--- config.mk ---
export PLATFORM = sky130hd
export DESIGN_NAME = clip_timer_sequencer
export DESIGN_NICKNAME = d
export VERILOG_FILES = /design/src/rtl/clip_pkg.sv /design/src/rtl/sample_prescaler.sv /design/src/rtl/clip_timer_sequencer.sv
export SDC_FILE = /design/constraint.sdc
export NUM_CORES = 1
export LEC_CHECK = 0
export CAP_MARGIN = 10
export CORE_MARGIN = 1.5
export CORE_UTILIZATION = 50
export CTS_BUF_LIST = sky130_fd_sc_hd__clkbuf_8
export DETAILED_ROUTE_END_ITERATION = 12
export HOLD_SLACK_MARGIN = 0.12
export PLACE_DENSITY = 0.84
export SLEW_MARGIN = 20
export SYNTH_ARGS = -nofsm -noshare
export SYNTH_HDL_FRONTEND = slang
export SYNTH_SLANG_ARGS = --single-unit
--- constraint.sdc ---
create_clock -name clock -period 2.55 [get_ports clock]
set_input_delay 0.765 -clock clock [delete_from_list [all_inputs] [get_ports clock]]
set_output_delay 0.765 -clock clock [all_outputs]
set_load 0.02 [all_outputs]
--- src/rtl/clip_pkg.sv ---
// Shared types, mode/block constants and rate helpers for the clip timer sequencer.
package clip_pkg;

    typedef enum logic [1:0] {
        IDLE = 2'd0,
        RUN  = 2'd1,
        DONE = 2'd2
    } state_e;

    localparam logic MODE_READ  = 1'b0;
    localparam logic MODE_WRITE = 1'b1;

    localparam logic BLK_0 = 1'b0;
    localparam logic BLK_1 = 1'b1;

    function automatic int unsigned clip_div(input int unsigned clk_hz,
                                             input int unsigned sample_hz);
        return clk_hz / sample_hz;
    endfunction

    function automatic int unsigned clip_samples(input int unsigned sample_hz,
                                                 input int unsigned seconds);
        return sample_hz * seconds;
    endfunction

endpackage

--- src/rtl/sample_prescaler.sv ---
// Divide-by-DIV counter: tick_o is high on cycles where the count sits at DIV-1.
// tick_next_c previews tick_o one cycle early so callers can register aligned strobes.
module sample_prescaler #(
    parameter int unsigned DIV = 4
) (
    input  logic clk_i,
    input  logic rst_i,
    input  logic clear_i,
    input  logic en_i,
    output logic tick_o,
    output logic tick_next_c
);

    localparam int unsigned CNT_W = $clog2(DIV);

    logic [CNT_W-1:0] count_q, count_d;
    logic             tick_q;

    always_comb begin
        count_d = count_q;
        if (clear_i) begin
            count_d = '0;
        end else if (en_i) begin
            count_d = (count_q == CNT_W'(DIV - 1)) ? '0 : count_q + CNT_W'(1);
        end
        tick_next_c = (count_d == CNT_W'(DIV - 1));
    end

    always_ff @(posedge clk_i) begin
        if (rst_i) begin
            count_q <= '0;
            tick_q  <= 1'b0;
        end else begin
            count_q <= count_d;
            tick_q  <= tick_next_c;
        end
    end

    assign tick_o = tick_q;

endmodule

--- src/rtl/clip_timer_sequencer.sv ---
// Paces one fixed-length audio clip per timer enable and drives clip RAM strobes.
// Optional per-block recorded-length tracking: define CLIP_LEN_TRACK_EN.
module clip_timer_sequencer
    import clip_pkg::*;
#(
    parameter int unsigned CLK_HZ       = 100_000_000,
    parameter int unsigned SAMPLE_HZ    = 8_000,
    parameter int unsigned CLIP_SECONDS = 2,
    parameter int unsigned IDX_W        = $clog2(clip_samples(SAMPLE_HZ, CLIP_SECONDS))
) (
    input  logic             clock,
    input  logic             reset,
    input  logic             timer,
    input  logic [1:0]       memoryselect_clip_1,
    output logic             seconds2,
    output logic             sample_tick,
    output logic [IDX_W:0]   mem_addr,
    output logic             mem_we,
    output logic             mem_re,
    output logic             busy
);

    localparam int unsigned DIV     = clip_div(CLK_HZ, SAMPLE_HZ);
    localparam int unsigned SAMPLES = clip_samples(SAMPLE_HZ, CLIP_SECONDS);
    localparam int unsigned AW      = IDX_W + 1;

    state_e           state_q, state_d;
    logic             blk_q, blk_d;
    logic             wr_q, wr_d;
    logic [IDX_W-1:0] idx_q, idx_d;
    logic [AW-1:0]    issued_c, limit_c;
    logic             tick_c, tick_next_c;
    logic             strobe_d;
    logic             seconds2_q, seconds2_d;
    logic             sample_tick_q;
    logic [AW-1:0]    mem_addr_q, mem_addr_d;
    logic             mem_we_q, mem_re_q, busy_q;

    sample_prescaler #(.DIV(DIV)) u_prescaler (
        .clk_i       (clock),
        .rst_i       (reset),
        .clear_i     (state_q != RUN),
        .en_i        (state_q == RUN),
        .tick_o      (tick_c),
        .tick_next_c (tick_next_c)
    );

    // Strobes issued so far including the one on this cycle, if any.
    assign issued_c = AW'(idx_q) + AW'(tick_c);

`ifdef CLIP_LEN_TRACK_EN
    logic [AW-1:0] len_q [2];
    logic          len_we_c;

    assign len_we_c = (state_q == RUN) && (wr_q == MODE_WRITE) && (state_d != RUN);
    assign limit_c  = (wr_q == MODE_WRITE) ? AW'(SAMPLES) : len_q[blk_q];

    always_ff @(posedge clock) begin
        if (reset) begin
            len_q[0] <= '0;
            len_q[1] <= '0;
        end else if (len_we_c) begin
            len_q[blk_q] <= issued_c;
        end
    end
`else
    assign limit_c = AW'(SAMPLES);
`endif

    always_comb begin
        state_d = state_q;
        blk_d   = blk_q;
        wr_d    = wr_q;
        idx_d   = idx_q;
        case (state_q)
            IDLE: begin
                if (timer) begin
                    blk_d   = memoryselect_clip_1[1] ? BLK_1 : BLK_0;
                    wr_d    = memoryselect_clip_1[0] ? MODE_WRITE : MODE_READ;
                    idx_d   = '0;
                    state_d = RUN;
`ifdef CLIP_LEN_TRACK_EN
                    // Nothing recorded in this block: complete immediately.
                    if ((wr_d == MODE_READ) && (len_q[blk_d] == '0)) begin
                        state_d = DONE;
                    end
`endif
                end
            end
            RUN: begin
                if (tick_c) begin
                    idx_d = idx_q + IDX_W'(1);
                end
                if (!timer) begin
                    state_d = IDLE;
                end else if (tick_c && (issued_c == limit_c)) begin
                    state_d = DONE;
                end
            end
            DONE: begin
                if (!timer) begin
                    state_d = IDLE;
                end
            end
            default: state_d = IDLE;
        endcase

        // Output next values, registered so strobe and address land together.
        strobe_d   = (state_d == RUN) && tick_next_c;
        seconds2_d = (state_d == DONE) && (state_q != DONE);
        mem_addr_d = strobe_d ? {blk_d, idx_d} : mem_addr_q;
    end

    always_ff @(posedge clock) begin
        if (reset) begin
            state_q       <= IDLE;
            blk_q         <= BLK_0;
            wr_q          <= MODE_READ;
            idx_q         <= '0;
            seconds2_q    <= 1'b0;
            sample_tick_q <= 1'b0;
            mem_addr_q    <= '0;
            mem_we_q      <= 1'b0;
            mem_re_q      <= 1'b0;
            busy_q        <= 1'b0;
        end else begin
            state_q       <= state_d;
            blk_q         <= blk_d;
            wr_q          <= wr_d;
            idx_q         <= idx_d;
            seconds2_q    <= seconds2_d;
            sample_tick_q <= strobe_d;
            mem_addr_q    <= mem_addr_d;
            mem_we_q      <= strobe_d && (wr_d == MODE_WRITE);
            mem_re_q      <= strobe_d && (wr_d == MODE_READ);
            busy_q        <= (state_d == RUN);
        end
    end

    assign seconds2    = seconds2_q;
    assign sample_tick = sample_tick_q;
    assign mem_addr    = mem_addr_q;
    assign mem_we      = mem_we_q;
    assign mem_re      = mem_re_q;
    assign busy        = busy_q;

endmodule

[Word-level counts from Yosys, hierarchy flattened]
Cells that the tools add are included.
Storage, ports and cells
  register bits after elaboration: 53
  bits of input ports: 5
  logic and storage cells: 48
Cells by class
  add/subtract/negate cells: 3
  equal/unequal tests: 9
  muxes and demuxes: 17
  bitwise logic cells: 1
  reduce and logical (&&, ||, !) cells: 6
Operators with widths (number)
  14-bit two-way mux: 5
  14-bit by 1-bit adder with 14-bit output, second input constant: 2
  14-bit == test, second input constant: 2
  14-bit one-hot mux with 2 select lines: 1
  14-bit by 1-bit adder with 15-bit output: 1
  15-bit by 14-bit == test with 1-bit output, second input constant: 1
  2-bit two-way mux: 4
  1-bit two-way mux: 6
  2-bit one-hot mux with 3 select lines: 1
  1-bit logical AND: 5
  2-bit by 1-bit == test with 1-bit output, second input constant: 2
  2-bit == test, second input constant: 2
  2-bit logical NOT: 1
  2-bit by 1-bit != test with 1-bit output, second input constant: 1
  2-bit != test, second input constant: 1
  1-bit NOT: 1

[Depth between registers and ports, before layout]
Gate-level depths: netlist of the first run.
  depth after elaboration: 9
  gate-level depth with buffers: 9

[Cells and area by module]
A second synthesis of the first run with hierarchy kept.
Unflattened totals
  cell total of the unflattened synthesis: 300
  area, all modules: 2807.7 um^2
Modules (own cells, without submodules)
  clip_timer_sequencer: instances 1, cells an instance 197, area each 1916.8 um^2
  sample_prescaler: instances 1, cells an instance 103, area each 890.9 um^2

[Least setup slack after synthesis of the first run]
Ideal clock, no wire load.
  path type: flip-flop to flip-flop
  start point: register u_prescaler.count_q[0]
  end point: register mem_addr_q[10] (netlist: mem_addr[10])
  setup time: 121 ps
  arrival: 2608 ps
  required time: 2429 ps
  slack: -179 ps
  cell stages (with the launch flop): 9
  clock period less this slack: 2729 ps
  cells stage by stage: dfxtp_1 > ha_1 > nand4_2 > or3_4 > a2111oi_4 > o2111ai_2 > a311oi_4 > buf_8 > mux2_4
On the way
  cells in the longest elaborated chain, start to end: 6
  elaborated cells on any way between the ends: 7
  those cells by class: 1 x add/sub; 2 x eq/ne; 3 x mux; 1 x reduce/logical
Ends and longest elaborated chain
  start: declaration: line sample_prescaler.sv:16  | logic [CNT_W-1:0] count_q, count_d;
  start signal: assignment: line sample_prescaler.sv:34  | count_q <= count_d;
  14-bit by 1-bit adder with 14-bit output or 14-bit == test (tied branches): line sample_prescaler.sv:24  | count_d = (count_q == CNT_W'(DIV - 1)) ? '0 : count_q + CNT_W'(1);
  14-bit two-way mux: line sample_prescaler.sv:24
  14-bit two-way mux *: line sample_prescaler.sv:23  | end else if (en_i) begin
  14-bit two-way mux *: line sample_prescaler.sv:21  | if (clear_i) begin
  14-bit == test *: line sample_prescaler.sv:26  | tick_next_c = (count_d == CNT_W'(DIV - 1));
  1-bit logical AND *: line clip_timer_sequencer.sv:109  | strobe_d = (state_d == RUN) && tick_next_c;
  end signal: assignment: line clip_timer_sequencer.sv:133  | mem_addr_q <= mem_addr_d;
  end: declaration: line clip_timer_sequencer.sv:36  | logic [AW-1:0] mem_addr_q, mem_addr_d;
Every way passes the cells marked *; elsewhere a longest branch is shown, timed or not.
A chain may end at the register's enable or synchronous reset.

[Worst setup path in the final report of the first run]
  start point: register u_prescaler.count_q[1]
  end point: register mem_addr_q[3] (netlist: mem_addr[3])
Same word-level chain as after synthesis.

==> metrics.txt, run 1 <==
CP required roughly 2800 ps; library cells used by synthesis 53; design area between 3000 and 4000 um^2; Critical Path End Type register; number of synthesized register bits 53; DRT antenna net count 0; Die Y 75.6 um; DR vias/cell around 5.4; XOR/XNOR share of the synthesized area under 10%; total grt overflow 0; I/O pin count 25; met2 global-route usage roughly a third; fin cells 397; clk buf depth 2; via count 2,149; clock sinks 53; RSZ-0062 raised after global routing yes; fmax 400 MHz; largest family of logic cells by synthesized area simple AND/OR/NAND/NOR gates; Largest stage delay, worst path 370 ps; leakage 0.00110 uW; clk_lat worst skew 310 ps; Max-cap violations 0; Synth Cell Area approximately 2600 um^2; Compound-Gate Fraction of Synth Area 11.5%; synthesized netlist net count 297; Synth top area share 40.2%; Primary FF master, synth dfxtp_1; slowest stage cell, crit path dfxtp_4; Inserted Diodes 0; final slew viol count 0; gpl congestion 0.899; post-placement cell count 385; die area 5720 um^2; Initial Utilization 51.6%; H-tree level count 2; grt met3 use approximately 4.8%; total track usage 19.3%; largest net degree at the start of global routing 30; Num CTS Buffers 5; ys async rst share 0%; top-count cell post-synth dfxtp_1; drt wl/cell 13.3 um; Synth-to-Final Area Change 21.4%; top post-synthesis cells by count dfxtp_1, nor2_1, nand2_1, nor2b_1, nand3_1; PwrDens 427 nW/um^2; Site Rows 26; PortBufs 24; share of layout cells above drive strength 1 19.3%; Clock Skew roughly 15 ps; vias in the first global route between 1,500 and 2,000; Synth area leaders dfxtp_1, mux2_4, nor2b_1, nor2_1, nand3_1; met1 GRT Util about a quarter; clk slew on worst S/H paths 100 ps; first-pass GRT wire length ~8.5 mm; multiplexer area fraction after synthesis about a tenth; Routed Wire Length 5.28 mm; crit path launch type register; worst min path class reg2reg; Hold Fails Final Rpt 0; CTS tree yes; CP max FO 8; crit path kind reg2reg; final period utilization a little over nine tenths; status finished, final reports clean; maximum vdd drop 0.360 mV; Post-DP HPWL 3.77 mm; DRT Pass-1 Iters 4; Synth Area in Simple Gates 28.4%; hold_ws 522 ps; layer with the highest usage met2; Arr. time, crit path 2710 ps; Synth Instances 288; post-synth top area cell dfxtp_1; syn avg cell area 9.16 um^2; Design Power 1370 uW; # DRC 0; crit-path cells ha_4 -> nand4_4 -> or3_4 -> a2111oi_4 -> o2111ai_2 -> a311oi_4 -> buf_6 -> mux2_2; Slew HR 68.5%; Yosys warning total 0; Synth Area in Adders 1.90%; clk root buf clkbuf_8; Seq/Total Area, Yosys 40.2%; Worst Tran Pin Value 472 ps; initial antenna violation count 0; die width between 70 and 80 um; EDFF count, synth 0; DP Area 3050 um^2; endpoints failing setup 0; minimum clock period 2500 ps; core area around 5100 um^2; DRT iter0 DRCs 79; post-layout net count 335
power by group:
part | switching, uW | internal, uW
clock network | 270 | 220
logic | 26.8 | 18.5
registers | 2.61 | 830
total | 300 | 1070
stage by stage:
step,worst slack [ps],TNS (ps),utilization (%)
3_5_place_dp,5.13,0,59.8
5_1_grt,-30.6,-163,62.7
3_3_place_gp,51.7,0,59.8
6_report,47.8,0,62.7
2_1_floorplan,32.7,0,-
4_1_cts,-1.21,-1.21,61.9
cell type report:
type,count,area [um^2]
sequential,53,1070
clock inverter,2,13.8
inverter,3,11.3
fill,447,1910
multi-input combinational,218,1530
timing repair buffer,45,405
tap,70,87.6
clock buffer,6,82.6
flip-flops by register name (all words and copies together) (netlist names):
signal and count:
blk_q 1, busy 1, idx_q 14, mem_addr 15, mem_re 1, mem_we 1, sample_tick 1, seconds2 1
state_q 2, u_prescaler.count_q 14, u_prescaler.tick_o 1, wr_q 1
worst paths after layout:
path,slack [ps],depth (start not counted),start,endpoint
worst min register to register,520,2,wr_q,wr_q
worst max-delay path,50,8,u_prescaler.count_q[1],mem_addr[3]
worst max register to register,50,8,u_prescaler.count_q[1],mem_addr[3]
worst min-delay path,520,2,wr_q,wr_q
routing by layer:
| metal | vias up | part of all wire, % |
|---|---|---|
| met2 | 31 | 48 |
| met1 | 1013 | 47 |
| met3 | 7 | 3.2 |
| met4 | 0 | 1.2 |
| li1 | 1098 | - |
| met5 | - | 0 |
kinds of logic after synthesis:
| group | after synthesis |
|---|---|
| buffers and inverters | 17 |
| DFF | 53 |
| adders and majority gates | 4 |
| AOI/OAI and AO/OA | 39 |
| and+or+nand+nor | 139 |
| muxes | 20 |
| xor gates and xnor gates | 16 |
worst max-delay path, delay by kind of cell (launching register included):
family	cells	cell delay, ps
compound gates	3	860
fa+ha+maj	1	160
buf+inv	1	200
flops	1	370
mux	1	340
simple gates	2	460
cells in the final DEF, fill, tap and decap left out, drive strengths merged, types with 2 or more instances in the layout:
master,netlist,routed
or2,4,4
nand3,16,16
clkdlybuf4s50,0,24
or3,3,3
nand2b,3,3
o21a,4,4
nand4b,2,2
nor3,12,12
a21oi,8,8
and4,3,3
ha,4,4
clkinv,0,2
inv,3,3
xnor2,9,9
xor2,7,7
nor2,32,32
o211ai,4,4
o2111ai,2,2
mux2i,4,4
buf,3,21
nor2b,21,21
mux2,16,16
dfxtp,53,53
and3,3,3
nor4,2,2
nand2,21,21
a41oi,2,2
clkbuf,11,6
o21ai,8,8
a31oi,2,2
nand4,9,9
what timing repair did:
| action | CTS | global route |
|---|---|---|
| setup endpoints to repair | 5 | 15 |
| pin swaps | 0 | 0 |
| buffers inserted | 0 | 4 |
| gates resized for setup | 3 | 4 |
| hold buffers | 0 | 0 |
(Power assumes the default switching activity.)
==> inputs of run 2 (changes only) <==
--- a/config.mk
+++ b/config.mk
@@ -10,8 +10,9 @@
 export CORE_UTILIZATION = 50
 export CTS_BUF_LIST = sky130_fd_sc_hd__clkbuf_8
 export DETAILED_ROUTE_END_ITERATION = 12
+export DONT_BUFFER_PORTS = 1
 export HOLD_SLACK_MARGIN = 0.12
-export PLACE_DENSITY = 0.84
+export PLACE_DENSITY = 0.78
 export SLEW_MARGIN = 20
 export SYNTH_ARGS = -nofsm -noshare
 export SYNTH_HDL_FRONTEND = slang
==> run 2 against run 1 <==
- highest routed layer unchanged
- die area unchanged
- cell count down 7.8%
- non-clock buffer count down 31
- critical endpoint is now mem_addr[9]
- clock-buffer cell count down 1
- via count down 5.5%
- critical path type unchanged
- design area down 8.2%
==> metrics.txt, run 2 (synthesis results as in run 1) <==
FF-to-FF setup slack 70 ps (+20 ps); first-pass GRT wire length 8.30 mm (-2.4%); combinational share of power 1.7% (-1.6 points); DRT Pass-1 Iters 4 (unchanged); Critical Path End Type register; Post-DP HPWL 3.62 mm (-4.1%); drt wl/cell 14.2 um (+6.5%); CP required 2760 ps (about the same); die area 5720 um^2 (unchanged); met3 wire len 185 um (+10%); Design Power 1440 uW (+5.3%); Site Rows 26 (unchanged); final period utilization 97.4% (-0.76 points); Clock power frac 40.4% (+4.5 points); Initial Utilization 51.6% (unchanged); Int Pwr 1130 uW (+6.0%); switching power 308 uW (+2.7%); most frequent cells in the layout dfxtp_1, nor2_1, nand2_1, nor2b_1, nand3_1; total grt overflow 0 (unchanged); total track usage 18.9% (-0.37 points); vias in the first global route 1,804 (-6.6%); Seq pwr share 57.9% (-2.9 points); initial antenna violation count 0 (unchanged); maximum vdd drop 0.387 mV (+7.5%); leakage 0.000991 uW (-9.8%); endpoints failing setup 0 (unchanged); status finished, final reports clean; Metal-1 WL 2.60 mm (+4.3%); DR WL met2 2.36 mm (-7.7%); PwrDens 490 nW/um^2 (+15%); Die Y 75.6 um (unchanged); CTS tree yes; largest net degree at the start of global routing 36 (+20%); core area 5110 um^2 (unchanged); Num CTS Buffers 5 (unchanged); postcts setup bufs 0 (unchanged); final slew viol count 0 (unchanged); via count 2,031 (-5.5%); minimum clock period 2480 ps (-19.5 ps); share of layout cells above drive strength 1 18.6% (-0.68 points); clk_lat worst skew 320 ps (about the same); # DRC 0 (unchanged); clk root buf clkbuf_8; Hold Fails Final Rpt 0 (unchanged); Highest Signal Layer met4; Largest register FFs 15 (unchanged); die width 75.6 um (unchanged); worst min path class reg2reg; Synth-to-Final Area Change 11.5%; clk buf depth 2 (unchanged); PortBufs 0 (-100%); Max-cap violations 0 (unchanged); post-layout net count 304 (-9.3%); crit path kind reg2reg; RSZ-0062 raised after global routing yes; Arr. time, crit path 2690 ps (-20 ps); crit path launch type register; I/O pin count 25 (unchanged); CP max FO 6 (-2); most common cell after layout, fill and taps aside dfxtp_1; Clock Skew 10.7 ps (-4.02 ps); Sw Share 21.4% (-0.54 points); DRT iter0 DRCs 123 (+56%); Slew HR 66.8% (-1.8 points); fmax 403 MHz (+0.78%); gpl congestion 0.871 (-3.1%); Final Util 57.6% (-5.1 points); Worst Tran Pin Value 494 ps (+22.2 ps); Routed Wire Length 5.18 mm (-1.9%); clock sinks 53 (unchanged); DRT antenna net count 0 (unchanged); H-tree level count 2 (unchanged); clk slew on worst S/H paths 100 ps (about the same); DR vias/cell 5.55 (+2.5%); Inserted Diodes 0 (unchanged)
## run 2: what timing repair did
item / in CTS / in global routing
hold buffers: 0 / 0
resized for setup: 0 / 10
setup endpoints to repair: 0 / 15
## run 2: path summary, 6_finish.rpt
check,start,end,cells past startpoint
setup / recovery,u_prescaler.count_q[0],mem_addr[9],8
hold / removal,u_prescaler.count_q[0],u_prescaler.count_q[0],1
setup reg to reg,u_prescaler.count_q[0],mem_addr[9],8
hold reg to reg,u_prescaler.count_q[0],u_prescaler.count_q[0],1
## run 2: critical path: stages, from the launching register on
cell	delay, ps
dfxtp_4	390
ha_4	160
nand4_4	130
or3_4	360
a2111oi_4	290
o2111ai_2	200
a311oi_4	270
buf_4	240
mux2_4	310
## run 2: through the flow
| stage | std cells | setup TNS, ps | instance area (um^2) | hold slack (ps) | setup WS, ps |
|---|---|---|---|---|---|
| after CTS | 366 | 0 | 2910 | 480 | 30.0 |
| after detailed placement | 358 | 0 | 2790 | 463 | 59.4 |
| final | 366 | 0 | 2940 | 479 | 67.3 |
| after global placement | 358 | 0 | 2790 | 445 | 106 |
| after floorplan | 288 | 0 | 2660 | 437 | 32.7 |
| after global routing | 366 | -150 | 2940 | 491 | -30.3 |
## run 2: per-layer routing
layer	vias up	GRT usage, %
met5	-	0
met4	0	5.56
met3	4	4.63
met2	38	29.4
met1	954	26.1
li1	1035	-
## run 2: layout make-up
type	instances	area [um^2]
Sequential cell	53	1070
Tap cell	70	87.6
Clock inverter	3	46.3
Inverter	3	11.3
Timing Repair Buffer	14	109
Clock buffer	5	68.8
Fill cell	447	2170
Multi-Input combinational cell	218	1550
## run 2: power groups by stage
stage          Sequential [uW]  Clock, uW  Combinational (uW)
2_1_floorplan              854          0                25.5
3_3_place_gp               854          0                23.7
3_5_place_dp               855          0                24.1
4_1_cts                    835        590                24.2
5_1_grt                    835        625                26.8
6_report                   834        582                24.2
